### config.mk
export PLATFORM = sky130hd
export DESIGN_NAME = icache
export DESIGN_NICKNAME = d
export VERILOG_FILES = /design/src/rtl/icache.sv
export SDC_FILE = /design/constraint.sdc
export NUM_CORES = 2
export LEC_CHECK = 0
export BUFFER_PORTS_ARGS = -buffer_cell sky130_fd_sc_hd__buf_2
export CAP_MARGIN = 30
export CORE_ASPECT_RATIO = 0.6
export CORE_MARGIN = 3
export CORE_UTILIZATION = 55
export CTS_CLUSTER_SIZE = 30
export DETAILED_ROUTE_END_ITERATION = 12
export PLACE_DENSITY = 0.73
export SLEW_MARGIN = 10
export SYNTH_ARGS = -nofsm -noshare
export SYNTH_HDL_FRONTEND = slang
export SYNTH_SLANG_ARGS = --single-unit
### constraint.sdc
create_clock -name clk -period 5.3 [get_ports clk]
set_input_delay 0.53 -clock clk [delete_from_list [all_inputs] [get_ports clk]]
set_output_delay 0.53 -clock clk [all_outputs]
set_load 0.1 [all_outputs]
### src/rtl/icache.sv
// icache: direct-mapped, one-word-per-line instruction cache sitting between the
// fetch unit and the memory controller's instruction port.
//
// Ports
//   clk, rst                       clock, synchronous active-high reset
//   rdy                            global ready; low freezes every register
//   fetch_valid, fetch_pc          fetch request (accepted only while fetch_ready)
//   fetch_ready                    high in IDLE (outside reset)
//   clear                          redirect: drop the current/pending response
//   ins_valid, ins_out, ins_pc     one-cycle instruction response
//   mc_req, mc_addr                one-cycle word read request to the MC
//   mc_ins, mc_ins_rdy             word returned by the MC
//
// Hits answer one cycle after the request. A miss pulses mc_req once; the MC
// queues it, so there is never a retry. A redirect during a miss moves to DRAIN:
// the returning word still fills the line (it is correct for mc_addr) but is not
// forwarded to fetch.
module icache #(
  parameter int INDEX_BITS = 6
) (
  input  logic        clk,
  input  logic        rst,
  input  logic        rdy,
  input  logic        fetch_valid,
  input  logic [31:0] fetch_pc,
  output logic        fetch_ready,
  input  logic        clear,
  output logic        ins_valid,
  output logic [31:0] ins_out,
  output logic [31:0] ins_pc,
  output logic        mc_req,
  output logic [31:0] mc_addr,
  input  logic [31:0] mc_ins,
  input  logic        mc_ins_rdy
);
  localparam int NUM_LINES = 1 << INDEX_BITS;
  localparam int TAG_BITS  = 30 - INDEX_BITS;

  typedef enum logic [1:0] {S_IDLE, S_WAIT, S_DRAIN} state_t;

  state_t state_q, state_d;

  logic [NUM_LINES-1:0] valid_q;
  logic [TAG_BITS-1:0]  tag_mem  [NUM_LINES];
  logic [31:0]          data_mem [NUM_LINES];

  logic [INDEX_BITS-1:0] fidx, midx;
  logic [TAG_BITS-1:0]   ftag, mtag;
  logic                  hit;

  // per-cycle strobes decoded from the FSM
  logic hit_en, miss_en, fill_en, fwd_en;

  assign fidx = fetch_pc[INDEX_BITS+1:2];
  assign ftag = fetch_pc[31:INDEX_BITS+2];
  assign midx = mc_addr[INDEX_BITS+1:2];
  assign mtag = mc_addr[31:INDEX_BITS+2];
  assign hit  = valid_q[fidx] && (tag_mem[fidx] == ftag);

  assign fetch_ready = (state_q == S_IDLE) && !rst;

  always_ff @(posedge clk) begin
    if (rst)      state_q <= S_IDLE;
    else if (rdy) state_q <= state_d;
  end

  always_comb begin
    state_d = state_q;
    hit_en  = 1'b0;
    miss_en = 1'b0;
    fill_en = 1'b0;
    fwd_en  = 1'b0;
    case (state_q)
      S_IDLE: begin
        // clear wins over a same-cycle request, hit or miss
        if (fetch_valid && !clear) begin
          if (hit) hit_en = 1'b1;
          else begin
            miss_en = 1'b1;
            state_d = S_WAIT;
          end
        end
      end
      S_WAIT: begin
        if (mc_ins_rdy) begin
          fill_en = 1'b1;
          fwd_en  = !clear;
          state_d = S_IDLE;
        end else if (clear) begin
          state_d = S_DRAIN;
        end
      end
      S_DRAIN: begin
        if (mc_ins_rdy) begin
          fill_en = 1'b1;
          state_d = S_IDLE;
        end
      end
      default: state_d = S_IDLE;
    endcase
  end

  always_ff @(posedge clk) begin
    if (rst) begin
      valid_q   <= '0;
      ins_valid <= 1'b0;
      ins_out   <= '0;
      ins_pc    <= '0;
      mc_req    <= 1'b0;
      mc_addr   <= '0;
    end else if (rdy) begin
      ins_valid <= hit_en | fwd_en;
      mc_req    <= miss_en;
      if (hit_en) begin
        ins_out <= data_mem[fidx];
        ins_pc  <= fetch_pc;
      end
      if (fwd_en) begin
        ins_out <= mc_ins;
        ins_pc  <= mc_addr;
      end
      if (miss_en) mc_addr <= {fetch_pc[31:2], 2'b00};
      if (fill_en) valid_q[midx] <= 1'b1;
    end
  end

  // tag/data arrays carry no reset; valid_q alone qualifies them
  always_ff @(posedge clk) begin
    if (!rst && rdy && fill_en) begin
      tag_mem[midx]  <= mtag;
      data_mem[midx] <= mc_ins;
    end
  end

endmodule
==> results.sh <==
export IMPL_relSlewSlack_pct=22.8
export IMPL_die_h_um=404
export IMPL_worstPathArrival_ps=5580
export IMPL_path_cells="buf_8 > inv_2 > buf_12 > a221oi_1 > o21ai_0 > a311oi_1 > buf_4 > o211ai_1 > xor2_1 > nand4_1 > nor4_4 > buf_12 > buf_12 > nor3_1 > a211oi_1"
export IMPL_critPathKind="in -> reg"
export IMPL_finalCritPeriodShare_pct=91.2
export IMPL_fillers=16900
export IMPL_leakage_nw=55.1
export IMPL_ys_flop_type="edfxtp_1"
export IMPL_cts_tree="built"
export IMPL_ir_drop_v=0.000312
export IMPL_drt_initial_drc_count=14200
export IMPL_core_area_sq_um=261000
export IMPL_first_global_vias=74400
export IMPL_yosysMostFrequentCell="edfxtp_1"
export IMPL_worst_pin_slew_ps=1160
export IMPL_drv_slew=0
export IMPL_gr_total_overflow=0
export IMPL_antenna_found_initial=17
export IMPL_grt_pass1_wl_mm=609
export IMPL_crit_path_max_fanout=40
export IMPL_cts_sinks=3746
export IMPL_rsz0062_at_grt="no"
export IMPL_io_buffers=166
export IMPL_num_io_pins=169
export IMPL_hpwl_mm=250
export IMPL_ctsRootBufferMaster="clkbuf_16"
export IMPL_maxCapViolations=0
export IMPL_final_setup_tns_ps=0
export IMPL_vias=78000
export IMPL_grt_max_degree=118
export IMPL_status="complete, no violations"
export IMPL_cts_clk_slew_worst_paths_ps=60
export IMPL_postCtsSetupBuffers=0
export IMPL_die_area_sq_um=270000
export IMPL_cpMostUsedCell="buf_12"
export IMPL_drtPass1Iterations=9
export IMPL_final_nets=7378
export IMPL_gp_congestion=0.938
export IMPL_layout_drive_gt1_share_pct=28.3
export IMPL_startpoint_type="input port"
export IMPL_critPathBufInv=6
export IMPL_initial_core_util_pct=55.5
export IMPL_synthCells=6686
export IMPL_synth_top_area_share_pct=74.3
export IMPL_yosysTopAreaCell="edfxtp_1"
export IMPL_powerDensity_nw_per_um2=361
export IMPL_insertion_delay_ps=910
export IMPL_drt_antenna_violating_nets=0
export IMPL_setup_viol=0
export IMPL_ys_ff_latch=3746
export IMPL_area_growth_pct=13.7
export IMPL_cp_end_kind="register"
export IMPL_via_per_inst=7.07
export IMPL_holdWs_ps=23.9
export IMPL_synth_area_per_cell_sq_um=21.7
export IMPL_slowest_stage="a221oi_1"
export IMPL_synth_edff_count=3584
export IMPL_synth_common_cells="edfxtp_1 (3,584), mux4_2 (884), mux2i_1 (490), clkbuf_1 (168), dfxtp_1 (162)"
export IMPL_wl_per_cell_um=40.1
export IMPL_critPathMaxStageDelay_ps=710
export IMPL_min_period_ps=4840
export IMPL_finClkSkew_ps=49.5
export IMPL_synthTopCellsByArea="edfxtp_1 (74%), mux4_2 (14%), mux2i_1 (3.4%)"
export IMPL_critical_path_required_ps=6040
export IMPL_hp_class="in -> reg"
export IMPL_numCtsBuffers=330
export IMPL_htreeDepth=5
export IMPL_path_delay_family="compound AO/OA/AOI/OAI gates"
export IMPL_row_count=145
export IMPL_grt_usage_pct=32.8
export IMPL_cts_repair_resized=0
export IMPL_syn_area_sq_um=145000
export IMPL_drc=0
export IMPL_ys_async_sr_fraction_pct=0
export IMPL_die_w_um=669
export IMPL_clockBufferDepth=4
export IMPL_detail_route_wirelength_mm=443
export IMPL_yosysWarnings=0
export IMPL_post_synth_num_cell_types=79
export IMPL_ys_seq_area_share_pct=76.5
export IMPL_final_hold_viol_count=0
export IMPL_fmax_mhz=207
==> sequential cells by signal, summed over array words and instances, names as in the netlist <==
register   cells
valid_q       64
ins_out       32
ins_pc        32
data_mem    2048
mc_addr       30
ins_valid      1
state_q        2
mc_req         1
tag_mem     1536
==> metal layers <==
| metal | vias up | wire length, um | track usage, % |
|---|---|---|---|
| met1 | 40600 | 158000 | 48.1 |
| met4 | 8 | 19100 | 12.4 |
| met3 | 982 | 78100 | 12.4 |
| met2 | 7158 | 187000 | 45.1 |
| met5 | - | 53 | 0.143 |
| li1 | 29300 | - | - |
==> cells by family (layout without fill, tap and decap cells) <==
logic type                 count (synthesis)  after routing  share of synthesized area [%]
buffers and inverters                    475           1358                           1.68
and+or+nand+nor                          544            544                           1.86
AOI/OAI and AO/OA                        502            502                           2.49
adders and majority gates                  3              3                         0.0259
muxes                                   1391           1391                           17.3
other                                      1             10                        0.00259
xor gates and xnor gates                  24             24                          0.145
DFF                                     3746           3746                           76.5
==> path summary, 6_finish.rpt <==
kind	start	end	slack (ps)	depth (start not counted)
worst max-delay path	fetch_pc[3]	ins_out[5]$_SDFFE_PP0P_	460	15
worst min-delay path	mc_ins[29]	data_mem[7][29]$_DFFE_PP_	20	1
worst max register to register	tag_mem[6][5]$_DFFE_PP_	ins_out[5]$_SDFFE_PP0P_	600	13
worst min register to register	ins_out[27]$_SDFFE_PP0P_	ins_out[27]$_SDFFE_PP0P_	470	2
==> what timing repair did <==
item / 4_1_cts / 5_1_grt
hold buffers: 26 / 5
setup endpoints to repair: 0 / 0
hold endpoints to repair: 28 / 23
==> power by group <==
part | switching, mW | total, mW | internal (mW)
sequential | 0.0286 | 32.3 | 32.3
clock | 10.7 | 23.9 | 13.2
combinational | 1.92 | 3.11 | 1.19
total | 12.7 | 59.4 | 46.7
==> layout by cell type, fill, tap and decap left out, drive strengths merged, types with 9 or more instances in the layout <==
| master | instances |
|---|---|
| xor2 | 12 |
| and2 | 10 |
| a2111oi | 10 |
| nand2b | 69 |
| a211oi | 58 |
| clkinvlp | 14 |
| mux2 | 17 |
| o41ai | 9 |
| buf | 650 |
| xnor2 | 12 |
| a221oi | 20 |
| mux2i | 490 |
| bufinv | 26 |
| dlygate4sd3 | 31 |
| edfxtp | 3584 |
| nand3 | 55 |
| nor3 | 81 |
| mux4 | 884 |
| o21ai | 44 |
| clkinv | 128 |
| nand4 | 16 |
| dfxtp | 162 |
| a21oi | 49 |
| nor2 | 118 |
| o22ai | 91 |
| clkbuf | 418 |
| nor2b | 29 |
| nand2 | 123 |
| nor4 | 9 |
| inv | 90 |
| a22oi | 142 |
==> cell type report <==
type	count	area, sq um	share of cell area [%]
Clock buffer	416	8920	5.41
Tap cell	3454	4320	2.62
Antenna cell	8	20.0	0.0122
Multi-Input combinational cell	2466	32100	19.5
Inverter	77	299	0.182
Clock inverter	181	1600	0.969
Sequential cell	3746	111000	67.3
Timing Repair Buffer	684	6600	4.01
==> through the flow <==
step | std cells | power [mW] | worst slack (ps) | instance area, sq um | util (%)
6_report | 11000 | 59.4 | 464 | 165000 | 63.1
5_1_grt | 11000 | 60.8 | 332 | 165000 | 63.1
4_1_cts | 11000 | 59.4 | 765 | 164000 | 62.9
3_5_place_dp | 10400 | 36.0 | -86.0 | 153000 | 58.8
3_3_place_gp | 10400 | 35.9 | -26.3 | 153000 | 58.7
2_1_floorplan | 6687 | 34.8 | 414 | 145000 | -
No activity file was read; power rests on OpenSTA's default activity.
